`src/rtl/alu_collect_pkg.sv`:
```
// Shared width helpers, default parameters and the FIFO entry layout for the
// multi-channel ALU result collector.
package alu_collect_pkg;

    localparam int unsigned DefNumCh        = 4;
    localparam int unsigned DefResultWidth  = 16;
    localparam int unsigned DefFifoDepth    = 8;
    localparam int unsigned DefDropCntWidth = 8;

    // Channel index width; a single channel still needs a one-bit tag.
    function automatic int unsigned ch_width(input int unsigned num_ch);
        return (num_ch <= 1) ? 1 : $clog2(num_ch);
    endfunction

    // Occupancy width able to represent 0..depth inclusive.
    function automatic int unsigned cnt_width(input int unsigned depth);
        return $clog2(depth + 1);
    endfunction

endpackage

`ifndef ALU_COLLECT_ENTRY_T
`define ALU_COLLECT_ENTRY_T(CW, RW) struct packed { logic [(CW)-1:0] ch; logic [(RW)-1:0] res; }
`endif

```
`src/rtl/alu_collect_fifo.sv`:
```
// Synchronous FIFO with registered occupancy; head reads as zero when empty.
module alu_collect_fifo #(
    parameter int unsigned WIDTH = 8,
    parameter int unsigned DEPTH = 8,
    localparam int unsigned PTR_W = $clog2(DEPTH),
    localparam int unsigned CNT_W = $clog2(DEPTH + 1)
) (
    input  logic             clk,
    input  logic             rst,
    input  logic             push,
    input  logic [WIDTH-1:0] push_data,
    input  logic             pop,
    output logic [CNT_W-1:0] count,
    output logic [WIDTH-1:0] head
);

    logic [WIDTH-1:0] mem_q [DEPTH];
    logic [WIDTH-1:0] mem_d [DEPTH];
    logic [PTR_W-1:0] wr_ptr_q, wr_ptr_d;
    logic [PTR_W-1:0] rd_ptr_q, rd_ptr_d;
    logic [CNT_W-1:0] count_q, count_d;
    logic             do_push, do_pop;

    assign do_push = push && (count_q != CNT_W'(DEPTH));
    assign do_pop  = pop && (count_q != '0);

    always_comb begin
        mem_d    = mem_q;
        wr_ptr_d = wr_ptr_q;
        rd_ptr_d = rd_ptr_q;
        count_d  = count_q;
        if (do_push) begin
            mem_d[wr_ptr_q] = push_data;
            wr_ptr_d        = wr_ptr_q + 1'b1;
        end
        if (do_pop) begin
            rd_ptr_d = rd_ptr_q + 1'b1;
        end
        unique case ({do_push, do_pop})
            2'b10:   count_d = count_q + 1'b1;
            2'b01:   count_d = count_q - 1'b1;
            default: count_d = count_q;
        endcase
    end

    always_ff @(posedge clk) begin
        if (!rst) begin
            wr_ptr_q <= '0;
            rd_ptr_q <= '0;
            count_q  <= '0;
        end else begin
            wr_ptr_q <= wr_ptr_d;
            rd_ptr_q <= rd_ptr_d;
            count_q  <= count_d;
        end
    end

    // Storage needs no reset: head is gated by occupancy.
    always_ff @(posedge clk) begin
        mem_q <= mem_d;
    end

    assign count = count_q;
    assign head  = (count_q != '0) ? mem_q[rd_ptr_q] : '0;

endmodule

```
`src/rtl/alu_result_collector.sv`:
```
// Captures per-channel ALU done/result strobes, arbitrates them round-robin into
// a shared FIFO and counts results lost while a channel's hold register is busy.
module alu_result_collector
    import alu_collect_pkg::*;
#(
    parameter int unsigned NUM_CH         = DefNumCh,
    parameter int unsigned RESULT_WIDTH   = DefResultWidth,
    parameter int unsigned FIFO_DEPTH     = DefFifoDepth,
    parameter int unsigned DROP_CNT_WIDTH = DefDropCntWidth,
    localparam int unsigned CH_W          = ch_width(NUM_CH),
    localparam int unsigned CNT_W         = cnt_width(FIFO_DEPTH)
) (
    input  logic                           clk,
    input  logic                           rst,
    input  logic [NUM_CH-1:0]              done,
    input  logic [NUM_CH*RESULT_WIDTH-1:0] result,
    output logic                           out_valid,
    input  logic                           out_ready,
    output logic [RESULT_WIDTH-1:0]        out_result,
    output logic [CH_W-1:0]                out_ch,
    output logic [CNT_W-1:0]               fifo_count,
    output logic [NUM_CH-1:0]              drop_flag,
    output logic [DROP_CNT_WIDTH-1:0]      drop_cnt,
    input  logic                           clr_drop
);

    typedef `ALU_COLLECT_ENTRY_T(CH_W, RESULT_WIDTH) entry_t;

    // Wide enough for a saturated count plus every channel dropping at once.
    localparam int unsigned SumW = DROP_CNT_WIDTH + CH_W + 1;

    logic [NUM_CH-1:0]         pend_q, pend_d;
    logic [RESULT_WIDTH-1:0]   hold_q [NUM_CH];
    logic [RESULT_WIDTH-1:0]   hold_d [NUM_CH];
    logic [CH_W-1:0]           rr_ptr_q, rr_ptr_d;
    logic [NUM_CH-1:0]         drop_flag_q, drop_flag_d;
    logic [DROP_CNT_WIDTH-1:0] drop_cnt_q, drop_cnt_d;

    logic                      grant_valid;
    logic [CH_W-1:0]           grant_idx;
    logic [NUM_CH-1:0]         grant_oh;
    logic [CH_W:0]             arb_idx;
    logic [NUM_CH-1:0]         drop_vec;
    logic [SumW-1:0]           drop_sum;
    logic                      pop;
    entry_t                    push_entry;
    entry_t                    head_entry;

    always_comb begin
        grant_valid = 1'b0;
        grant_idx   = '0;
        grant_oh    = '0;
        arb_idx     = '0;
        if (fifo_count < CNT_W'(FIFO_DEPTH)) begin
            for (int unsigned k = 0; k < NUM_CH; k++) begin
                arb_idx = {1'b0, rr_ptr_q} + (CH_W + 1)'(k);
                if (arb_idx >= (CH_W + 1)'(NUM_CH)) begin
                    arb_idx = arb_idx - (CH_W + 1)'(NUM_CH);
                end
                if (!grant_valid && pend_q[arb_idx[CH_W-1:0]]) begin
                    grant_valid = 1'b1;
                    grant_idx   = arb_idx[CH_W-1:0];
                end
            end
        end
        if (grant_valid) begin
            grant_oh[grant_idx] = 1'b1;
        end
    end

    always_comb begin
        rr_ptr_d = rr_ptr_q;
        if (grant_valid) begin
            rr_ptr_d = (grant_idx == CH_W'(NUM_CH - 1)) ? '0 : grant_idx + 1'b1;
        end
    end

    // A granted channel frees its hold register this cycle, so a same-cycle
    // strobe reloads it instead of dropping.
    always_comb begin
        pend_d   = pend_q;
        hold_d   = hold_q;
        drop_vec = '0;
        for (int unsigned i = 0; i < NUM_CH; i++) begin
            if (grant_oh[i]) begin
                pend_d[i] = 1'b0;
            end
            if (done[i]) begin
                if (pend_q[i] && !grant_oh[i]) begin
                    drop_vec[i] = 1'b1;
                end else begin
                    hold_d[i] = result[i*RESULT_WIDTH +: RESULT_WIDTH];
                    pend_d[i] = 1'b1;
                end
            end
        end
    end

    // Clear applies before this cycle's drops are accounted.
    always_comb begin
        drop_sum = clr_drop ? '0 : SumW'(drop_cnt_q);
        for (int unsigned i = 0; i < NUM_CH; i++) begin
            drop_sum = drop_sum + SumW'(drop_vec[i]);
        end
        drop_cnt_d  = (drop_sum > SumW'({DROP_CNT_WIDTH{1'b1}})) ? '1
                                                                : drop_sum[DROP_CNT_WIDTH-1:0];
        drop_flag_d = (clr_drop ? '0 : drop_flag_q) | drop_vec;
    end

    always_ff @(posedge clk) begin
        if (!rst) begin
            pend_q      <= '0;
            hold_q      <= '{default: '0};
            rr_ptr_q    <= '0;
            drop_flag_q <= '0;
            drop_cnt_q  <= '0;
        end else begin
            pend_q      <= pend_d;
            hold_q      <= hold_d;
            rr_ptr_q    <= rr_ptr_d;
            drop_flag_q <= drop_flag_d;
            drop_cnt_q  <= drop_cnt_d;
        end
    end

    always_comb begin
        push_entry     = '0;
        push_entry.ch  = grant_idx;
        push_entry.res = hold_q[grant_idx];
    end

    assign pop = out_valid && out_ready;

    alu_collect_fifo #(
        .WIDTH ($bits(entry_t)),
        .DEPTH (FIFO_DEPTH)
    ) u_fifo (
        .clk       (clk),
        .rst       (rst),
        .push      (grant_valid),
        .push_data (push_entry),
        .pop       (pop),
        .count     (fifo_count),
        .head      (head_entry)
    );

    assign out_valid  = (fifo_count != '0);
    assign out_result = head_entry.res;
    assign out_ch     = head_entry.ch;
    assign drop_flag  = drop_flag_q;
    assign drop_cnt   = drop_cnt_q;

endmodule

```
`config.mk`:
```
export PLATFORM = sky130hd
export DESIGN_NAME = alu_result_collector
export DESIGN_NICKNAME = d
export VERILOG_FILES = /design/src/rtl/alu_collect_pkg.sv /design/src/rtl/alu_collect_fifo.sv /design/src/rtl/alu_result_collector.sv
export SDC_FILE = /design/constraint.sdc
export NUM_CORES = 1
export LEC_CHECK = 0
export CAP_MARGIN = 20
export CORE_ASPECT_RATIO = 0.75
export CORE_MARGIN = 2
export CORE_UTILIZATION = 55
export DETAILED_ROUTE_END_ITERATION = 8
export PLACE_DENSITY = 0.78
export SLEW_MARGIN = 40
export SYNTH_ARGS = -nofsm -noshare
export SYNTH_HDL_FRONTEND = slang
export SYNTH_SLANG_ARGS = --single-unit
```
`constraint.sdc`:
```
create_clock -name clk -period 6.9 [get_ports clk]
set_input_delay 1.38 -clock clk [delete_from_list [all_inputs] [get_ports clk]]
set_output_delay 1.38 -clock clk [all_outputs]
set_load 0.005 [all_outputs]
```
==> metrics.md, run 1 <==
| Metric | Value |
|---|---|
| Result of the run | `complete, no violations` |
| Overflow left after global routing | `0` |
| Post-synthesis instance area | `9920 um2` |
| Gr usage total | `0.220` |
| Avg Synthesized Cell Area | `12.6 um2` |
| Global-route wire length before repair | `33,100 um` |
| Nature of the critical path endpoint | `flop` |
| Synth cell types | `49` |
| Via/cell ratio | `5.59` |
| Core Util, Final | `0.680` |
| Die boundary width | `159 um` |
| Final-report hold violation count | `0` |
| Antenna violations before repair | `0` |
| Simple logic cell fraction of the synthesized area | `0.112` |
| Dpl hpwl | `13,500 um` |
| Power after layout | `4.79 mW` |
| Cell type with the largest total area after synthesis | `sky130_fd_sc_hd__edfxtp_1` |
| Post-route standard cell area excluding fillers | `12,000 um2` |
| Core area | `17,700 um2` |
| Critical-path cell list | `nand2b_1 > a221o_1 > a221oi_4 > buf_4 > inv_1 > ha_1 > a21boi_0 > nand2_1 > fa_1 > fa_1 > inv_1 > fa_1 > and3_1 > and3_1 > o21a_1` |
| Net Count, Synth | `871` |
| Pin slew with the least headroom to its limit | `852 ps` |
| Pleak | `4.10 nW` |
| Element type at the critical path start | `flop` |
| Share of the yosys chip area belonging to registers | `0.622` |
| Count of final setup violators | `0` |
| Effective utilization at floorplan | `0.562` |
| Leading cell type by number of instances after synthesis | `sky130_fd_sc_hd__nand2_1` |
| Count of H-tree levels built during CTS | `1` |
| Number of cell instances on the worst register-to-register path | `15` |
| Gpl congestion | `0.847` |
| Total die area | `19,100 um2` |
| Stages on the worst setup path | `15` |
| # IOs | `107` |
| Share of the synthesized area in the top cell type | `0.436` |
| Clock period minus final worst setup slack | `4460 ps` |
| Final worst hold slack | `463 ps` |
| Remaining design rule violation count | `0` |
| Floorplan die height | `120 um` |
| Worst-case register-to-register setup slack | `2440 ps` |
| Worst hold path type | `reg -> reg` |
| Post-synth top cells | `195 x sky130_fd_sc_hd__nand2_1, 144 x sky130_fd_sc_hd__edfxtp_1, 92 x sky130_fd_sc_hd__dfxtp_1` |
| Worst EP required | `7300 ps` |
| Pins Over Slew Limit | `0` |
| Main flop type after synthesis | `sky130_fd_sc_hd__edfxtp_1` |
| Worst Path Max Fanout | `43` |
| Placed Cells incl. Taps | `1,101` |
| Number of fill cells in the layout | `1,265` |
| Clk sink count | `236` |
| Total negative slack for setup checks | `0 ps` |
| Number of vias after detailed routing | `6,420` |
| Dominant combinational cell family by area after synthesis | `simple AND/OR/NAND/NOR gates` |
| Max-capacitance violation count | `0` |
| Fraction of the mapped netlist area in compound gates | `0.106` |
| Wire length per cell after detailed routing | `18.3 um` |
| Worst max-slew margin expressed relative to the limit | `0.432` |
| Reg-to-reg critical path startpoint | `pend_q[1]$_SDFF_PN0_` |
| Root Driver | `sky130_fd_sc_hd__clkbuf_16` |
| Fin Clk Skew | `18.8 ps` |
| Signal arrival time at the worst endpoint | `4860 ps` |
| Total Routed Length | `21,000 um` |
| Slowest cell on the critical path | `sky130_fd_sc_hd__fa_1` |
| Top post-synthesis cells by area | `sky130_fd_sc_hd__edfxtp_1 44%, sky130_fd_sc_hd__dfxtp_1 19%, sky130_fd_sc_hd__mux4_2 8.2%` |
| Xor and xnor area share after synthesis | `0.0106` |
| Number of nets in the layout | `976` |
| Peak Freq | `0.224 GHz` |
| Fraction of layout instances using a drive strength above 1 | `0.114` |
| Pre-CTS setup slack | `2270 ps` |
| Number of synthesized register bits | `236` |
| Portion of the clock cycle consumed by the worst path in the final layout | `0.646` |
| Final cell count without fillers | `1,148` |
| Launch point of the critical path | `pend_q[1]$_SDFF_PN0_` |
| Hold_buf cts | `0` |
| Peak supply drop | `0.000161 V` |
| CP dominant cell by count | `sky130_fd_sc_hd__fa_1` |
| CTS clk-pin slew, worst paths | `70 ps` |
| Share of synthesized area spent on multiplexers | `0.101` |
| Delay contributed by the slowest stage of the critical path | `570 ps` |
| Source of the worst hold timing path | `hold_q[7]$_SDFFE_PN0P_` |
| Crit path buf inv count | `3` |
| DRT iter0 DRCs | `577` |
| Pin count of the biggest net entering global routing | `93` |
| Number of enable flip-flop cells after synthesis | `144` |
| Worst Setup Slack, final | `2440 ps` |
| Maximum buffer depth of the clock tree | `3` |
| Buffers inserted during post-CTS setup optimization | `0` |
| Gate count of the mapped netlist | `785` |
| Critical path class | `reg -> reg` |
| Vias in the first global route | `6,045` |
| Post-synthesis async set-or-reset flop share | `0` |
| Length of the first detailed-routing pass in iterations | `5` |
| Total number of yosys warnings | `0` |
| Largest delay contributor family on the critical path | `adder cells` |
| Post-route antenna net violation count | `0` |
| Row count | `42` |
| Number of antenna cells inserted | `0` |
| Placed Instance Area | `11,200 um2` |
| Post-CTS Resized | `0` |
| Count of port buffers added during placement | `106` |
| Clk Latency, worst-skew pair | `510 ps` |
| Unrepaired setup endpoints after global routing | `no` |
| Power per cell area | `398 nW/um2` |
| Area grow syn2layout | `21.1%` |
| Clock tree from TritonCTS | `built` |
| Fraction of the mapped netlist area in adder cells | `0.0207` |
| Number of cells on the worst hold path | `2` |
| TritonCTS Buffers | `22` |
report_power, final:
group | switching (mW) | internal (mW) | total [mW] | leakage, nW
combinational | 0.836 | 0.704 | 1.54 | 1.66
sequential | 0.145 | 1.91 | 2.05 | 2.09
clock | 0.496 | 0.695 | 1.19 | 0.348
total | 1.48 | 3.31 | 4.79 | 4.10
metal layers:
layer / up-vias / global-route usage / routed length (um)
li1: 3026 / - / -
met1: 3134 / 0.337 / 9770
met2: 228 / 0.336 / 9390
met3: 32 / 0.0353 / 1510
met4: 0 / 0.0483 / 342
met5: - / 0 / 0
path summary, 6_finish.rpt:
check | to
max | drop_cnt[7]$_SDFF_PN0_
min | hold_q[7]$_SDFFE_PN0P_
max reg2reg | drop_cnt[7]$_SDFF_PN0_
min reg2reg | hold_q[7]$_SDFFE_PN0P_
registers in the layout, indices dropped and copies added, names as in the netlist:
name	count
u_fifo.mem_q	144
hold_q	64
drop_cnt	8
drop_flag	4
pend_q	4
u_fifo.count	4
u_fifo.rd_ptr_q	3
u_fifo.wr_ptr_q	3
rr_ptr_q	2
worst min-delay path, cell delays in order (launching register included):
cell and delay [ps]:
sky130_fd_sc_hd__dfxtp_1 310, sky130_fd_sc_hd__nand2_1 50, sky130_fd_sc_hd__a21boi_1 50
area by class of cell:
class                           count  area [um2]  area share
Multi-Input combinational cell    484        3530       0.294
Timing Repair Buffer              129        1230       0.103
Inverter                           17        63.8     0.00531
Clock inverter                     11         103     0.00854
Clock buffer                       29         608      0.0506
Sequential cell                   236        6170       0.513
Tap cell                          242         303      0.0252
layout by cell type, fill, tap and decap left out, types with 2 or more instances in the layout:
| cell type | Yosys | layout |
|---|---|---|
| sky130_fd_sc_hd__a21boi_0 | 68 | 68 |
| sky130_fd_sc_hd__o21ai_0 | 7 | 7 |
| sky130_fd_sc_hd__o2111ai_1 | 2 | 2 |
| sky130_fd_sc_hd__clkdlybuf4s50_1 | 0 | 105 |
| sky130_fd_sc_hd__buf_4 | 1 | 14 |
| sky130_fd_sc_hd__a32oi_1 | 16 | 16 |
| sky130_fd_sc_hd__a21oi_1 | 19 | 19 |
| sky130_fd_sc_hd__buf_2 | 13 | 2 |
| sky130_fd_sc_hd__ha_1 | 10 | 10 |
| sky130_fd_sc_hd__clkbuf_4 | 0 | 6 |
| sky130_fd_sc_hd__nand2b_1 | 7 | 7 |
| sky130_fd_sc_hd__xnor2_1 | 6 | 6 |
| sky130_fd_sc_hd__nor3_2 | 0 | 2 |
| sky130_fd_sc_hd__fa_1 | 4 | 4 |
| sky130_fd_sc_hd__inv_2 | 2 | 2 |
| sky130_fd_sc_hd__nand2_1 | 195 | 195 |
| sky130_fd_sc_hd__xor2_1 | 6 | 6 |
| sky130_fd_sc_hd__mux2i_1 | 19 | 19 |
| sky130_fd_sc_hd__mux4_2 | 36 | 36 |
| sky130_fd_sc_hd__clkbuf_16 | 0 | 23 |
| sky130_fd_sc_hd__nor2_1 | 25 | 25 |
| sky130_fd_sc_hd__and2_1 | 12 | 12 |
| sky130_fd_sc_hd__clkinv_2 | 0 | 3 |
| sky130_fd_sc_hd__nor2b_1 | 7 | 7 |
| sky130_fd_sc_hd__o21a_1 | 11 | 11 |
| sky130_fd_sc_hd__inv_1 | 13 | 13 |
| sky130_fd_sc_hd__clkinv_1 | 2 | 7 |
| sky130_fd_sc_hd__bufinv_16 | 0 | 2 |
| sky130_fd_sc_hd__and3_1 | 3 | 3 |
| sky130_fd_sc_hd__clkbuf_1 | 30 | 5 |
| sky130_fd_sc_hd__buf_6 | 2 | 2 |
| sky130_fd_sc_hd__edfxtp_1 | 144 | 144 |
| sky130_fd_sc_hd__a21boi_1 | 7 | 7 |
| sky130_fd_sc_hd__a21o_1 | 2 | 2 |
| sky130_fd_sc_hd__dfxtp_1 | 92 | 91 |
kinds of logic (layout without fill, tap and decap cells):
group                    Yosys count  in the layout
AO/OA/AOI/OAI                    142            142
XOR/XNOR                          12             12
adder cells (fa/ha/maj)           14             14
buffers and inverters             65            186
flip-flops                       236            236
multiplexers                      55             55
AND/OR/NAND/NOR                  261            261
Power figures use the tool's default switching activity.
==> run 2, diff against run 1 <==
--- a/config.mk
+++ b/config.mk
@@ -8,9 +8,9 @@
 export CAP_MARGIN = 20
 export CORE_ASPECT_RATIO = 0.75
 export CORE_MARGIN = 2
-export CORE_UTILIZATION = 55
+export CORE_UTILIZATION = 51
 export DETAILED_ROUTE_END_ITERATION = 8
-export PLACE_DENSITY = 0.78
+export PLACE_DENSITY = 0.76
 export SLEW_MARGIN = 40
 export SYNTH_ARGS = -nofsm -noshare
 export SYNTH_HDL_FRONTEND = slang
==> constraint.sdc (replaced) <==
create_clock -name clk -period 3.6 [get_ports clk]
set_input_delay 0.72 -clock clk [delete_from_list [all_inputs] [get_ports clk]]
set_output_delay 0.72 -clock clk [all_outputs]
set_load 0.005 [all_outputs]
==> metrics.md, run 2 (same netlist as run 1, synthesis figures left out) <==
| Metric | Value |
|---|---|
| Remaining design rule violation count | `0` |
| Antenna violations before repair | `0` |
| Number of cells on the worst hold path | `2` |
| Pre-CTS setup slack | `81.2 ps` |
| Gr usage total | `0.204` |
| Flip-flop count of the largest register after layout | `144` |
| Worst max-slew margin expressed relative to the limit | `0.454` |
| Clock tree from TritonCTS | `built` |
| Length of the first detailed-routing pass in iterations | `4` |
| Worst Setup Slack, final | `74.4 ps` |
| Area grow syn2layout | `23.9%` |
| Fin Clk Skew | `16.4 ps` |
| Slowest cell on the critical path | `sky130_fd_sc_hd__fa_1` |
| Worst Path Max Fanout | `8` |
| Unrepaired setup endpoints after global routing | `yes` |
| Total Routed Length | `20,500 um` |
| Pin count of the biggest net entering global routing | `50` |
| Clock period minus final worst setup slack | `3530 ps` |
| Die boundary width | `165 um` |
| Final-report hold violation count | `0` |
| Post-route antenna net violation count | `0` |
| Peak Freq | `0.284 GHz` |
| Root Driver | `sky130_fd_sc_hd__clkbuf_16` |
| Clk sink count | `236` |
| Peak supply drop | `0.000354 V` |
| Global-route wire length before repair | `32,600 um` |
| Dpl hpwl | `13,700 um` |
| Commonest cells after routing, fill and taps aside | `193 x sky130_fd_sc_hd__nand2_1, 144 x sky130_fd_sc_hd__edfxtp_1, 105 x sky130_fd_sc_hd__clkdlybuf4s50_1, 87 x sky130_fd_sc_hd__dfxtp_1, 66 x sky130_fd_sc_hd__a21boi_0` |
| Signal arrival time at the worst endpoint | `3920 ps` |
| Pin slew with the least headroom to its limit | `819 ps` |
| Wire length per cell after detailed routing | `17.4 um` |
| Row count | `44` |
| Power per cell area | `765 nW/um2` |
| Max-capacitance violation count | `0` |
| Core area | `19,200 um2` |
| Effective utilization at floorplan | `0.516` |
| Count of final setup violators | `0` |
| Largest reg by FF count | `u_fifo.mem_q` |
| Via/cell ratio | `5.38` |
| Count of H-tree levels built during CTS | `1` |
| Overflow left after global routing | `0` |
| Critical-path cell list | `nand2b_4 > a221o_1 > a221oi_4 > inv_4 > ha_4 > a21boi_4 > nand2_2 > fa_1 > fa_2 > inv_2 > fa_2 > and3_4 > and3_4 > o21a_1` |
| Vias in the first global route | `6,124` |
| Maximum buffer depth of the clock tree | `3` |
| Gpl congestion | `0.821` |
| Number of vias after detailed routing | `6,330` |
| Number of antenna cells inserted | `0` |
| Pleak | `4.21 nW` |
| Number of nets in the layout | `994` |
| Critical path class | `reg -> reg` |
| Worst EP required | `3990 ps` |
| Element type at the critical path start | `flop` |
| Pins Over Slew Limit | `0` |
| Number of cell instances on the worst register-to-register path | `14` |
| TritonCTS Buffers | `23` |
| Portion of the clock cycle consumed by the worst path in the final layout | `0.979` |
| Nature of the critical path endpoint | `flop` |
| Total die area | `20,600 um2` |
| Worst hold path type | `reg -> reg` |
| # IOs | `107` |
| Count of port buffers added during placement | `106` |
| Most frequent standard cell in the layout excluding fill and tap cells | `sky130_fd_sc_hd__nand2_1` |
| Fraction of layout instances using a drive strength above 1 | `0.159` |
| Total negative slack for setup checks | `0 ps` |
| Floorplan die height | `125 um` |
| DRT iter0 DRCs | `468` |
| Result of the run | `complete, no violations` |
| CTS clk-pin slew, worst paths | `60 ps` |
| Clk Latency, worst-skew pair | `500 ps` |
| Delay contributed by the slowest stage of the critical path | `520 ps` |
## run 2: per-layer routing
layer	routed length, um	global-route usage	part of all wire
met5	0	0	0
met3	1060	0.0320	0.052
met4	355	0.0506	0.017
met2	9010	0.299	0.44
met1	10100	0.318	0.49
## run 2: worst paths after layout
| check | startpoint | endpoint | slack [ps] |
|---|---|---|---|
| min | hold_q[31]$_SDFFE_PN0P_ | hold_q[31]$_SDFFE_PN0P_ | 460 |
| max | pend_q[0]$_SDFF_PN0_ | drop_cnt[1]$_SDFF_PN0_ | 70 |
| min reg2reg | hold_q[31]$_SDFFE_PN0P_ | hold_q[31]$_SDFFE_PN0P_ | 460 |
| max reg2reg | pend_q[0]$_SDFF_PN0_ | drop_cnt[1]$_SDFF_PN0_ | 70 |
## run 2: worst max-delay path: cells and delay by family (launching register included)
family | cells | cell delay, ps
adder cells (fa/ha/maj) | 4 | 1300
AND/OR/NAND/NOR | 4 | 600
buffers and inverters | 2 | 120
flip-flops | 1 | 370
AO/OA/AOI/OAI | 4 | 1030
## run 2: final cells by class
class / instances / area [um2]
Fill cell: 1422 / 6920
Sequential cell: 236 / 6170
Multi-Input combinational cell: 484 / 3600
Timing Repair Buffer: 146 / 1390
Clock buffer: 23 / 576
Tap cell: 253 / 317
Clock inverter: 18 / 174
Inverter: 17 / 66.3
## run 2: power by group
group          total (mW)  internal (mW)  switching (mW)
logic                3.12           1.47            1.65
clock network        2.37           1.39           0.981
registers            3.91           3.66           0.252
## run 2: timing repair
action	CTS	global route
resized for setup	0	9
hold buffers	0	0
buffers inserted	0	4
endpoints found under the setup margin	0	7
## run 2: stage by stage
step / total power, mW / util / hold slack, ps / std cells / instance area, um2
after floorplan: 5.78 / - / 435 / 785 / 10000
after global placement: 6.90 / 0.594 / 450 / 1125 / 11400
after detailed placement: 6.97 / 0.594 / 456 / 1125 / 11400
after CTS: 9.34 / 0.633 / 464 / 1166 / 12200
after global routing: 9.91 / 0.640 / 478 / 1177 / 12300
final: 9.40 / 0.640 / 461 / 1177 / 12300
==> run 3, diff against run 2 <==
--- a/config.mk
+++ b/config.mk
@@ -11,6 +11,7 @@
 export CORE_UTILIZATION = 51
 export DETAILED_ROUTE_END_ITERATION = 8
 export PLACE_DENSITY = 0.76
+export SETUP_SLACK_MARGIN = 0.4
 export SLEW_MARGIN = 40
 export SYNTH_ARGS = -nofsm -noshare
 export SYNTH_HDL_FRONTEND = slang
==> metrics.md, run 3 (same netlist as run 1, synthesis figures left out) <==
| Metric | Value |
|---|---|
| Worst Path Max Fanout | `7` |
| Worst Setup Slack, final | `91.1 ps` |
| Nature of the critical path endpoint | `flop` |
| Worst hold path type | `reg -> reg` |
| Remaining design rule violation count | `0` |
| Post-route antenna net violation count | `0` |
| Total die area | `20,600 um2` |
| GR peak layer | `met1` |
| Pleak | `4.27 nW` |
| Peak Freq | `0.285 GHz` |
| Result of the run | `complete, no violations` |
| Maximum buffer depth of the clock tree | `3` |
| Pin count of the biggest net entering global routing | `51` |
| Worst setup endpoint | `drop_cnt[3]$_SDFF_PN0_` |
| Global-route track usage on met2 | `0.322` |
| Signal arrival time at the worst endpoint | `3910 ps` |
| Via/cell ratio | `5.52` |
| Number of nets in the layout | `999` |
| Element type at the critical path start | `flop` |
| Pins Over Slew Limit | `0` |
| Pin slew with the least headroom to its limit | `852 ps` |
| Total negative slack for setup checks | `0 ps` |
| Critical-path cell list | `inv_1 > a221o_1 > a221oi_4 > inv_4 > ha_4 > a21boi_2 > nand2_2 > fa_1 > fa_2 > inv_2 > fa_2 > and3_4 > and3_4 > o21a_1` |
| DRT iter0 DRCs | `484` |
| Row count | `44` |
| Power per cell area | `773 nW/um2` |
| Number of cell instances on the worst register-to-register path | `14` |
| Number of antenna cells inserted | `0` |
| Number of fill cells in the layout | `1,431` |
| Crit Reg-Reg Endpoint | `drop_cnt[3]$_SDFF_PN0_` |
| Effective utilization at floorplan | `0.516` |
| Gpl congestion | `0.810` |
| Global-route wire length before repair | `34,400 um` |
| Antenna violations before repair | `0` |
| Reg-to-reg critical path startpoint | `pend_q[3]$_SDFF_PN0_` |
| Total Routed Length | `21,900 um` |
| Post-route standard cell area excluding fillers | `12,400 um2` |
| # IOs | `107` |
| Floorplan die height | `125 um` |
| Die boundary width | `165 um` |
| Power after layout | `9.59 mW` |
| Core Util, Final | `0.645` |
| Worst-case register-to-register setup slack | `90 ps` |
| Portion of the clock cycle consumed by the worst path in the final layout | `0.975` |
| TritonCTS Buffers | `23` |
| Area grow syn2layout | `25.1%` |
| Worst max-slew margin expressed relative to the limit | `0.432` |
| Clock period minus final worst setup slack | `3510 ps` |
| Largest reg by FF count | `u_fifo.mem_q` |
| Placed Instance Area | `11,400 um2` |
| Vias in the first global route | `6,284` |
| Overflow left after global routing | `0` |
| CTS clk-pin slew, worst paths | `60 ps` |
| Peak supply drop | `0.000391 V` |
| Fraction of layout instances using a drive strength above 1 | `0.166` |
| Fin Clk Skew | `18.6 ps` |
| Gr usage total | `0.214` |
| Count of H-tree levels built during CTS | `1` |
| Clk Latency, worst-skew pair | `500 ps` |
| Max-capacitance violation count | `0` |
| Global-route track usage on met1 | `0.336` |
| Clock tree from TritonCTS | `built` |
| Commonest cells after routing, fill and taps aside | `193 x sky130_fd_sc_hd__nand2_1, 144 x sky130_fd_sc_hd__edfxtp_1, 105 x sky130_fd_sc_hd__clkdlybuf4s50_1, 86 x sky130_fd_sc_hd__dfxtp_1, 65 x sky130_fd_sc_hd__a21boi_0` |
| Count of port buffers added during placement | `106` |
| Dpl hpwl | `14,200 um` |
| M3 GR Usage | `0.0300` |
| Clk sink count | `236` |
| Root Driver | `sky130_fd_sc_hd__clkbuf_16` |
| Worst EP required | `4000 ps` |
| Pre-CTS setup slack | `54.4 ps` |
| Delay contributed by the slowest stage of the critical path | `520 ps` |
| Slowest cell on the critical path | `sky130_fd_sc_hd__fa_1` |
| Flip-flop count of the largest register after layout | `144` |
| Unrepaired setup endpoints after global routing | `yes` |
| Wire length per cell after detailed routing | `18.5 um` |
| Number of vias after detailed routing | `6,528` |
| Length of the first detailed-routing pass in iterations | `5` |
| Most frequent standard cell in the layout excluding fill and tap cells | `sky130_fd_sc_hd__nand2_1` |
| Final-report hold violation count | `0` |
| Core area | `19,200 um2` |
| Count of final setup violators | `0` |
| Critical path class | `reg -> reg` |
| Launch point of the critical path | `pend_q[3]$_SDFF_PN0_` |
==> run 3: cell count changes in the layout (fill, tap and decap cells not counted), moves of 3 or more <==
| cell | delta |
|---|---|
| sky130_fd_sc_hd__buf_4 | +4 |
| sky130_fd_sc_hd__clkbuf_8 | +5 |
| sky130_fd_sc_hd__clkinv_4 | -3 |
| sky130_fd_sc_hd__mux2i_1 | -3 |
==> run 3: worst min-delay path by stage <==
stage,slack [ps],endpoint,cells after the start,startpoint
5_1_grt,480,hold_q[7]$_SDFFE_PN0P_,2,hold_q[7]$_SDFFE_PN0P_
3_5_place_dp,450,hold_q[7]$_SDFFE_PN0P_,2,hold_q[7]$_SDFFE_PN0P_
2_1_floorplan,440,hold_q[21]$_SDFFE_PN0P_,2,hold_q[21]$_SDFFE_PN0P_
4_1_cts,460,hold_q[7]$_SDFFE_PN0P_,2,hold_q[7]$_SDFFE_PN0P_
6_report,460,hold_q[7]$_SDFFE_PN0P_,2,hold_q[7]$_SDFFE_PN0P_
3_3_place_gp,450,hold_q[7]$_SDFFE_PN0P_,2,hold_q[7]$_SDFFE_PN0P_
==> run 3: power breakdown <==
| part | leakage, nW | switching (mW) | internal [mW] |
|---|---|---|---|
| logic | 1.79 | 1.75 | 1.52 |
| clock network | 0.384 | 0.969 | 1.45 |
| registers | 2.09 | 0.234 | 3.66 |
==> run 3: metrics by stage <==
| stage | hold WS (ps) | cells |
|---|---|---|
| 2_1_floorplan | 435 | 785 |
| 3_3_place_gp | 448 | 1123 |
| 3_5_place_dp | 455 | 1123 |
| 4_1_cts | 463 | 1171 |
| 5_1_grt | 481 | 1182 |
| 6_report | 461 | 1182 |
==> run 3: cell type report <==
class | instances | area, um2 | share of cell area
inverters | 17 | 66.3 | 0.00535
clock buffers | 31 | 677 | 0.0546
flip-flops and latches | 236 | 6180 | 0.498
repair buffers | 151 | 1430 | 0.116
clock inverters | 10 | 95.1 | 0.00767
multi-input cells | 484 | 3640 | 0.293
well taps | 253 | 317 | 0.0255
==> run 3: per-layer routing <==
| metal | routed length, um | share of wire |
|---|---|---|
| met1 | 10300 | 0.47 |
| met2 | 9650 | 0.44 |
| met3 | 1510 | 0.069 |
| met4 | 442 | 0.020 |
| met5 | 0 | 0 |
==> run 3: what timing repair did <==
| action | in CTS | in global routing |
|---|---|---|
| gates resized for setup | 8 | 13 |
| endpoints found under the setup margin | 14 | 14 |
| setup buffers | 7 | 2 |
| hold buffers | 0 | 0 |
| pin swaps | 11 | 6 |
==> run 3: critical path, delay by kind of cell (launching register included) <==
| kind | cells | cell delay (ps) |
|---|---|---|
| AO/OA/AOI/OAI | 4 | 1130 |
| adder cells (fa/ha/maj) | 4 | 1260 |
| buffers and inverters | 3 | 200 |
| flip-flops | 1 | 370 |
| AND/OR/NAND/NOR | 3 | 440 |
